### src/rtl/sva_seq_pkg.sv
// Shared types for the multi-thread sequence checker: slot record, per-step
// result codes and a popcount helper.
package sva_seq_pkg;

    // Slot geometry is fixed here; top-level overrides must agree with it.
    localparam int SEQ_STEPS    = 3;
    localparam int SEQ_MAX_WAIT = 2;
    localparam int SEQ_TW       = 16;
    localparam logic [SEQ_STEPS-1:0] SEQ_WAIT_MASK = 3'b010;

    localparam int STEP_W = (SEQ_STEPS > 1) ? $clog2(SEQ_STEPS) : 1;
    localparam int WAIT_W = $clog2(SEQ_MAX_WAIT + 1);

    typedef struct packed {
        logic              active;
        logic [STEP_W-1:0] step;
        logic [WAIT_W-1:0] wait_cnt;
        logic [SEQ_TW-1:0] stamp;
    } slot_t;

    typedef enum logic [2:0] {R_HOLD, R_ADV, R_WAIT, R_PASS, R_FAIL} result_e;

    function automatic int unsigned popcount(input logic [31:0] v);
        int unsigned n;
        n = 0;
        for (int i = 0; i < 32; i++) n += 32'(v[i]);
        return n;
    endfunction

endpackage

### src/rtl/sva_seq_slot.sv
// One thread's combinational step evaluation: next slot state and result.
module sva_seq_slot
    import sva_seq_pkg::*;
#(
    parameter int                   NUM_STEPS = SEQ_STEPS,
    parameter int                   MAX_WAIT  = SEQ_MAX_WAIT,
    parameter logic [NUM_STEPS-1:0] WAIT_MASK = SEQ_WAIT_MASK
) (
    input  slot_t                cur,
    input  logic [NUM_STEPS-1:0] step_match,
    output slot_t                nxt,
    output result_e              res
);

    always_comb begin
        nxt = cur;
        res = R_HOLD;
        if (cur.active) begin
            if (step_match[cur.step]) begin
                if (cur.step == STEP_W'(NUM_STEPS - 1)) begin
                    res        = R_PASS;
                    nxt.active = 1'b0;
                end else begin
                    res          = R_ADV;
                    nxt.step     = cur.step + 1'b1;
                    nxt.wait_cnt = '0;
                end
            end else if (WAIT_MASK[cur.step] && (cur.wait_cnt < WAIT_W'(MAX_WAIT))) begin
                res          = R_WAIT;
                nxt.wait_cnt = cur.wait_cnt + 1'b1;
            end else begin
                res        = R_FAIL;
                nxt.active = 1'b0;
            end
        end
    end

endmodule

### src/rtl/sva_seq_engine.sv
// Parallel multi-thread sequence property checker, evaluated on sampled
// gclk rising edges; owns slot registers, allocation and event counters.
module sva_seq_engine
    import sva_seq_pkg::*;
#(
    parameter int                   NUM_STEPS   = SEQ_STEPS,
    parameter int                   THREADS     = 4,
    parameter int                   MAX_WAIT    = SEQ_MAX_WAIT,
    parameter logic [NUM_STEPS-1:0] WAIT_MASK   = SEQ_WAIT_MASK,
    parameter int                   TIMER_WIDTH = SEQ_TW,
    parameter int                   CNT_W       = 16,
    localparam int                  AW          = $clog2(THREADS + 1),
    localparam int                  IW          = (THREADS > 1) ? $clog2(THREADS) : 1
) (
    input  logic                   sys_clk,
    input  logic                   sys_rst_n,
    input  logic                   gclk,
    input  logic                   grst,
    input  logic                   enable,
    input  logic                   trigger,
    input  logic [NUM_STEPS-1:0]   step_match,
    output logic                   succ,
    output logic                   fail,
    output logic                   ovf,
    output logic [TIMER_WIDTH-1:0] fail_stamp,
    output logic                   busy,
    output logic [AW-1:0]          active_cnt,
    output logic [CNT_W-1:0]       pass_cnt,
    output logic [CNT_W-1:0]       fail_cnt,
    output logic [CNT_W-1:0]       ovf_cnt
);

    logic                   gclk_d0, gclk_d1, tick;
    logic [TIMER_WIDTH-1:0] tick_cnt;
    slot_t [THREADS-1:0]    slot_q, slot_nxt, slot_d;
    result_e                slot_res [THREADS];
    slot_t                  spawn_cur, spawn_nxt;
    result_e                spawn_res;
    logic                   spawn_keep, free_found, ovf_now;
    logic [IW-1:0]          free_idx;
    logic [THREADS:0]       pass_vec, fail_vec;
    logic [THREADS-1:0]     act_q, act_d;
    logic [TIMER_WIDTH-1:0] best_stamp, best_age, age;
    logic                   best_found;
    logic [CNT_W:0]         pass_sum, fail_sum, ovf_sum;

    assign tick = gclk_d0 & ~gclk_d1 & ~grst;

    always_comb begin
        spawn_cur        = '0;
        spawn_cur.active = tick & trigger & enable;
        spawn_cur.stamp  = tick_cnt;
    end

    sva_seq_slot #(.NUM_STEPS(NUM_STEPS), .MAX_WAIT(MAX_WAIT), .WAIT_MASK(WAIT_MASK)) u_spawn (
        .cur(spawn_cur), .step_match(step_match), .nxt(spawn_nxt), .res(spawn_res)
    );

    for (genvar g = 0; g < THREADS; g++) begin : g_slot
        sva_seq_slot #(.NUM_STEPS(NUM_STEPS), .MAX_WAIT(MAX_WAIT), .WAIT_MASK(WAIT_MASK)) u_slot (
            .cur(slot_q[g]), .step_match(step_match), .nxt(slot_nxt[g]), .res(slot_res[g])
        );
        assign act_q[g] = slot_q[g].active;
        assign act_d[g] = slot_d[g].active;
    end

    assign busy       = |act_q;
    assign spawn_keep = (spawn_res == R_ADV) || (spawn_res == R_WAIT);
    assign ovf_now    = spawn_keep & ~free_found;

    // Only slots idle at the start of the tick are candidates for a spawn.
    always_comb begin
        free_found = 1'b0;
        free_idx   = '0;
        for (int i = THREADS - 1; i >= 0; i--) begin
            if (!slot_q[i].active) begin
                free_found = 1'b1;
                free_idx   = IW'(i);
            end
        end
    end

    always_comb begin
        pass_vec[THREADS] = (spawn_res == R_PASS);
        fail_vec[THREADS] = (spawn_res == R_FAIL);
        for (int i = 0; i < THREADS; i++) begin
            pass_vec[i] = (slot_res[i] == R_PASS);
            fail_vec[i] = (slot_res[i] == R_FAIL);
            slot_d[i]   = slot_nxt[i];
            if (spawn_keep && free_found && (free_idx == IW'(i))) slot_d[i] = spawn_nxt;
        end
    end

    // Oldest failing thread wins, age measured modulo the tick counter.
    always_comb begin
        best_found = fail_vec[THREADS];
        best_stamp = tick_cnt;
        best_age   = '0;
        age        = '0;
        for (int i = 0; i < THREADS; i++) begin
            age = tick_cnt - slot_q[i].stamp;
            if (fail_vec[i] && (!best_found || age > best_age)) begin
                best_found = 1'b1;
                best_age   = age;
                best_stamp = slot_q[i].stamp;
            end
        end
    end

    assign pass_sum = {1'b0, pass_cnt} + (CNT_W+1)'(popcount(32'(pass_vec)));
    assign fail_sum = {1'b0, fail_cnt} + (CNT_W+1)'(popcount(32'(fail_vec)));
    assign ovf_sum  = {1'b0, ovf_cnt}  + (CNT_W+1)'(ovf_now);

    always_ff @(posedge sys_clk or negedge sys_rst_n) begin
        if (!sys_rst_n) begin
            gclk_d0    <= 1'b0;
            gclk_d1    <= 1'b0;
            tick_cnt   <= '0;
            slot_q     <= '0;
            succ       <= 1'b0;
            fail       <= 1'b0;
            ovf        <= 1'b0;
            fail_stamp <= '0;
            active_cnt <= '0;
            pass_cnt   <= '0;
            fail_cnt   <= '0;
            ovf_cnt    <= '0;
        end else if (grst) begin
            gclk_d0    <= 1'b0;
            gclk_d1    <= 1'b0;
            tick_cnt   <= '0;
            slot_q     <= '0;
            succ       <= 1'b0;
            fail       <= 1'b0;
            ovf        <= 1'b0;
            active_cnt <= '0;
        end else begin
            gclk_d0 <= gclk;
            gclk_d1 <= gclk_d0;
            succ    <= 1'b0;
            fail    <= 1'b0;
            ovf     <= 1'b0;
            if (tick) begin
                tick_cnt   <= tick_cnt + 1'b1;
                slot_q     <= slot_d;
                active_cnt <= AW'(popcount(32'(act_d)));
                succ       <= |pass_vec;
                fail       <= |fail_vec;
                ovf        <= ovf_now;
                pass_cnt   <= pass_sum[CNT_W] ? '1 : pass_sum[CNT_W-1:0];
                fail_cnt   <= fail_sum[CNT_W] ? '1 : fail_sum[CNT_W-1:0];
                ovf_cnt    <= ovf_sum[CNT_W]  ? '1 : ovf_sum[CNT_W-1:0];
                if (|fail_vec) fail_stamp <= best_stamp;
            end
        end
    end

endmodule

### config.mk
export PLATFORM = sky130hd
export DESIGN_NAME = sva_seq_engine
export DESIGN_NICKNAME = d
export VERILOG_FILES = /design/src/rtl/sva_seq_pkg.sv /design/src/rtl/sva_seq_slot.sv /design/src/rtl/sva_seq_engine.sv
export SDC_FILE = /design/constraint.sdc
export NUM_CORES = 1
export LEC_CHECK = 0
export ABC_CLOCK_PERIOD_IN_PS = 23800
export CAP_MARGIN = 10
export CORE_MARGIN = 4
export CORE_UTILIZATION = 41
export CTS_BUF_LIST = sky130_fd_sc_hd__clkbuf_4 sky130_fd_sc_hd__clkbuf_8
export DETAILED_ROUTE_END_ITERATION = 7
export PLACE_DENSITY = 0.63
export REMOVE_ABC_BUFFERS = 1
export SETUP_SLACK_MARGIN = 0.15
export SLEW_MARGIN = 20
export SYNTH_ARGS = -nofsm -noshare
export SYNTH_HDL_FRONTEND = slang
export SYNTH_HIERARCHICAL = 1
export SYNTH_SLANG_ARGS = --single-unit
### constraint.sdc
create_clock -name sys_clk -period 23.8 [get_ports sys_clk]
set_clock_uncertainty 0.1 [all_clocks]
set_input_delay 4.76 -clock sys_clk [delete_from_list [all_inputs] [get_ports sys_clk]]
set_output_delay 4.76 -clock sys_clk [all_outputs]
set_load 0.005 [all_outputs]
==> flow_summary.toml <==
[status]
status = "completed"

[synth]
synth_cells = 1796
synth.distinct_cells = 77
seq_area_frac_synth = 0.280
synth_area_per_cell_sq_um = 8.56
synth_flop_cell = "dfrtp_1"
synth_edf_count = 0
synth_seq_cells = 172
synthArstFlopShare = 1.00
synth.yosys.warnings = 6
syn_area_sq_um = 15400

[timing]
finalSetupViolations = 0
slew_headroom = 0.341
post-route-min-period_ns = 15.33
rsz0062_at_grt = "no"
period_share = 0.644
slew_viol_final = 0
whs_ns = 0.432
finalHoldViolCount = 0
max_freq_ghz = 0.0652
worstMarginPinSlew_ns = 0.989
fin_setup_tns_ns = 0

[cts]
post_cts_resized = 0
clock_latency_ns = 0.50
holdBufCountCts = 0
cts_tree = "yes"
clk_pin_slew_worst_paths_ns = 0.10
cts_buffer_depth = 2
numClockSinks = 172
cts_buffers = 17
htree_levels = 4
cts-root-buf = "clkbuf_8"
post_cts_buffers = 0

[global_route]
gr-usage-all-layers = 0.203
antenna_found_initial = 0
grt_max_degree = 101
grt_overflow = 0
grt_first_pass_wirelength_mm = 68.1
grt_pass1_vias = 12300

[place]
routabilityCongestion = 0.962
io_buffers = 79
dp_hpwl_mm = 30.5
placed_area_sq_um = 16000

[final_layout]
final_cell_mix = "201 x nor2_1, 172 x dfrtp_1, 137 x inv_1, 137 x ha_1, 117 x nand2_1"
antenna_cells = 0
area_growth_pct = 7.06
design_area_sq_um = 16500
post-route-util = 0.447
layout-drive-gt1-share = 0.0515
finalNetCount = 1930
final_common_cell = "nor2_1"

[routing]
routed_wl_mm = 41.5
drt_pass1_iterations = 7
drt_iter0_markers = 1152
route.detailed.drc = 0
antenna_left = 0
routed_via_density = 5.69
wire_per_inst_microns = 18.4
num_vias = 12800

[power_and_ir_drop]
ir_worst_vdd_mv = 0.0384
powerDensity_nw_per_um2 = 50.0
p_leak_nw = 6.83

[floorplan]
core_area_sq_um = 36800
fp.dieW_microns = 202
start_util = 0.418
ioPinCount = 80
die_h_microns = 202
dieArea_sq_um = 40700
rows = 70

[worst_setup_path]
cpMostUsedCell = "o21ai_0"
crit_type = "in -> reg"
setup.worst_path.end_class = "register"
start_kind = "input pin"
worstPathRequired_ns = 24.08
worstPathMaxFanout = 43
slowest_delay_ns = 0.81
crit_arrival_ns = 15.60
crit_slowest_cell = "and4_1"

[run]
cap_violations = 0

[hold_path]
holdCritPathClass = "reg -> reg"
-- critical path, delay by kind of cell --
family	cells	cell delay, ns
adders and majority gates	3	0.80
muxes	1	0.29
and+or+nand+nor	17	4.10
buffers and inverters	5	1.41
AOI/OAI and AO/OA	19	4.12
-- routing by layer --
metal  global-route usage  part of all wire  vias to the layer above
met5                    0                 0                        -
met4               0.0449             0.016                        0
met3               0.0250             0.041                       53
met2                0.321              0.46                      316
met1                0.299              0.49                     6155
li1                     -                 -                     6294
-- registers in the layout, summed over array words and instances, names as in the netlist --
signal and flops:
gclk_d0 1, fail_stamp 16, pass_cnt 16, act_q 4
ovf_cnt 16, ovf 1, active_cnt 3, slot_q 80
fail 1, tick_cnt 16, gclk_d1 1, succ 1
fail_cnt 16
-- cell type report --
cell class	count	area [sq um]
clock buffers	17	234
clock inverters	15	148
flip-flops and latches	172	4300
fillers	3585	20300
well taps	468	586
repair buffers	99	960
inverters	137	514
multi-input cells	1346	9710
-- metrics by stage --
step                std cells  power, mW  setup WS (ns)
finish                   2254      0.823           8.47
CTS                      2253      0.827           8.63
floorplan                1655      0.524           8.98
global route             2254      0.879           7.33
global placement         2221      0.611           8.44
detailed placement       2221      0.614           8.13
-- power breakdown --
part | leakage, nW | total, mW | internal (mW) | switching, mW
clock | 0.200 | 0.209 | 0.0782 | 0.131
sequential | 2.30 | 0.338 | 0.312 | 0.0262
combinational | 4.33 | 0.276 | 0.126 | 0.151
total | 6.83 | 0.823 | 0.516 | 0.308
-- path summary, 6_finish.rpt --
check | depth (start not counted) | from | endpoint | slack, ns
max | 45 | grst | fail_stamp[2] | 8.47
min | 1 | gclk_d0 | gclk_d1 | 0.43
max reg2reg | 45 | gclk_d1 | fail_stamp[2] | 12.24
min reg2reg | 1 | gclk_d0 | gclk_d1 | 0.43
max in group asynchronous | 2 | sys_rst_n | act_q[1] | 18.30
min in group asynchronous | 1 | sys_rst_n | pass_cnt[5] | 4.02
-- cells in the mapped netlist (26+ instances only) --
| master | n | area share |
|---|---|---|
| o21ai_0 | 64 | 0.021 |
| nor2_1 | 202 | 0.049 |
| nand3_1 | 46 | 0.015 |
| a211oi_1 | 95 | 0.046 |
| nor3_1 | 30 | 0.0098 |
| buf_4 | 83 | 0.041 |
| ha_1 | 137 | 0.11 |
| clkbuf_1 | 60 | 0.015 |
| xnor2_1 | 51 | 0.029 |
| a21oi_1 | 68 | 0.022 |
| nand2_1 | 117 | 0.029 |
| nand4_1 | 26 | 0.011 |
| xor2_1 | 42 | 0.024 |
| inv_1 | 137 | 0.033 |
| mux2i_1 | 113 | 0.074 |
| dfrtp_1 | 172 | 0.28 |
-- cells by family (layout without fill, tap and decap cells) --
kind of cell,after synthesis,count (layout),share of synthesized area
and+or+nand+nor,551,551,0.171
AOI/OAI and AO/OA,415,415,0.195
buffers and inverters,297,268,0.0961
other,1,20,0.000244
DFF,172,172,0.280
muxes,119,119,0.0784
xor gates and xnor gates,93,93,0.0530
adders and majority gates,148,148,0.126
Note: power is estimated with default switching activity, not from simulation.
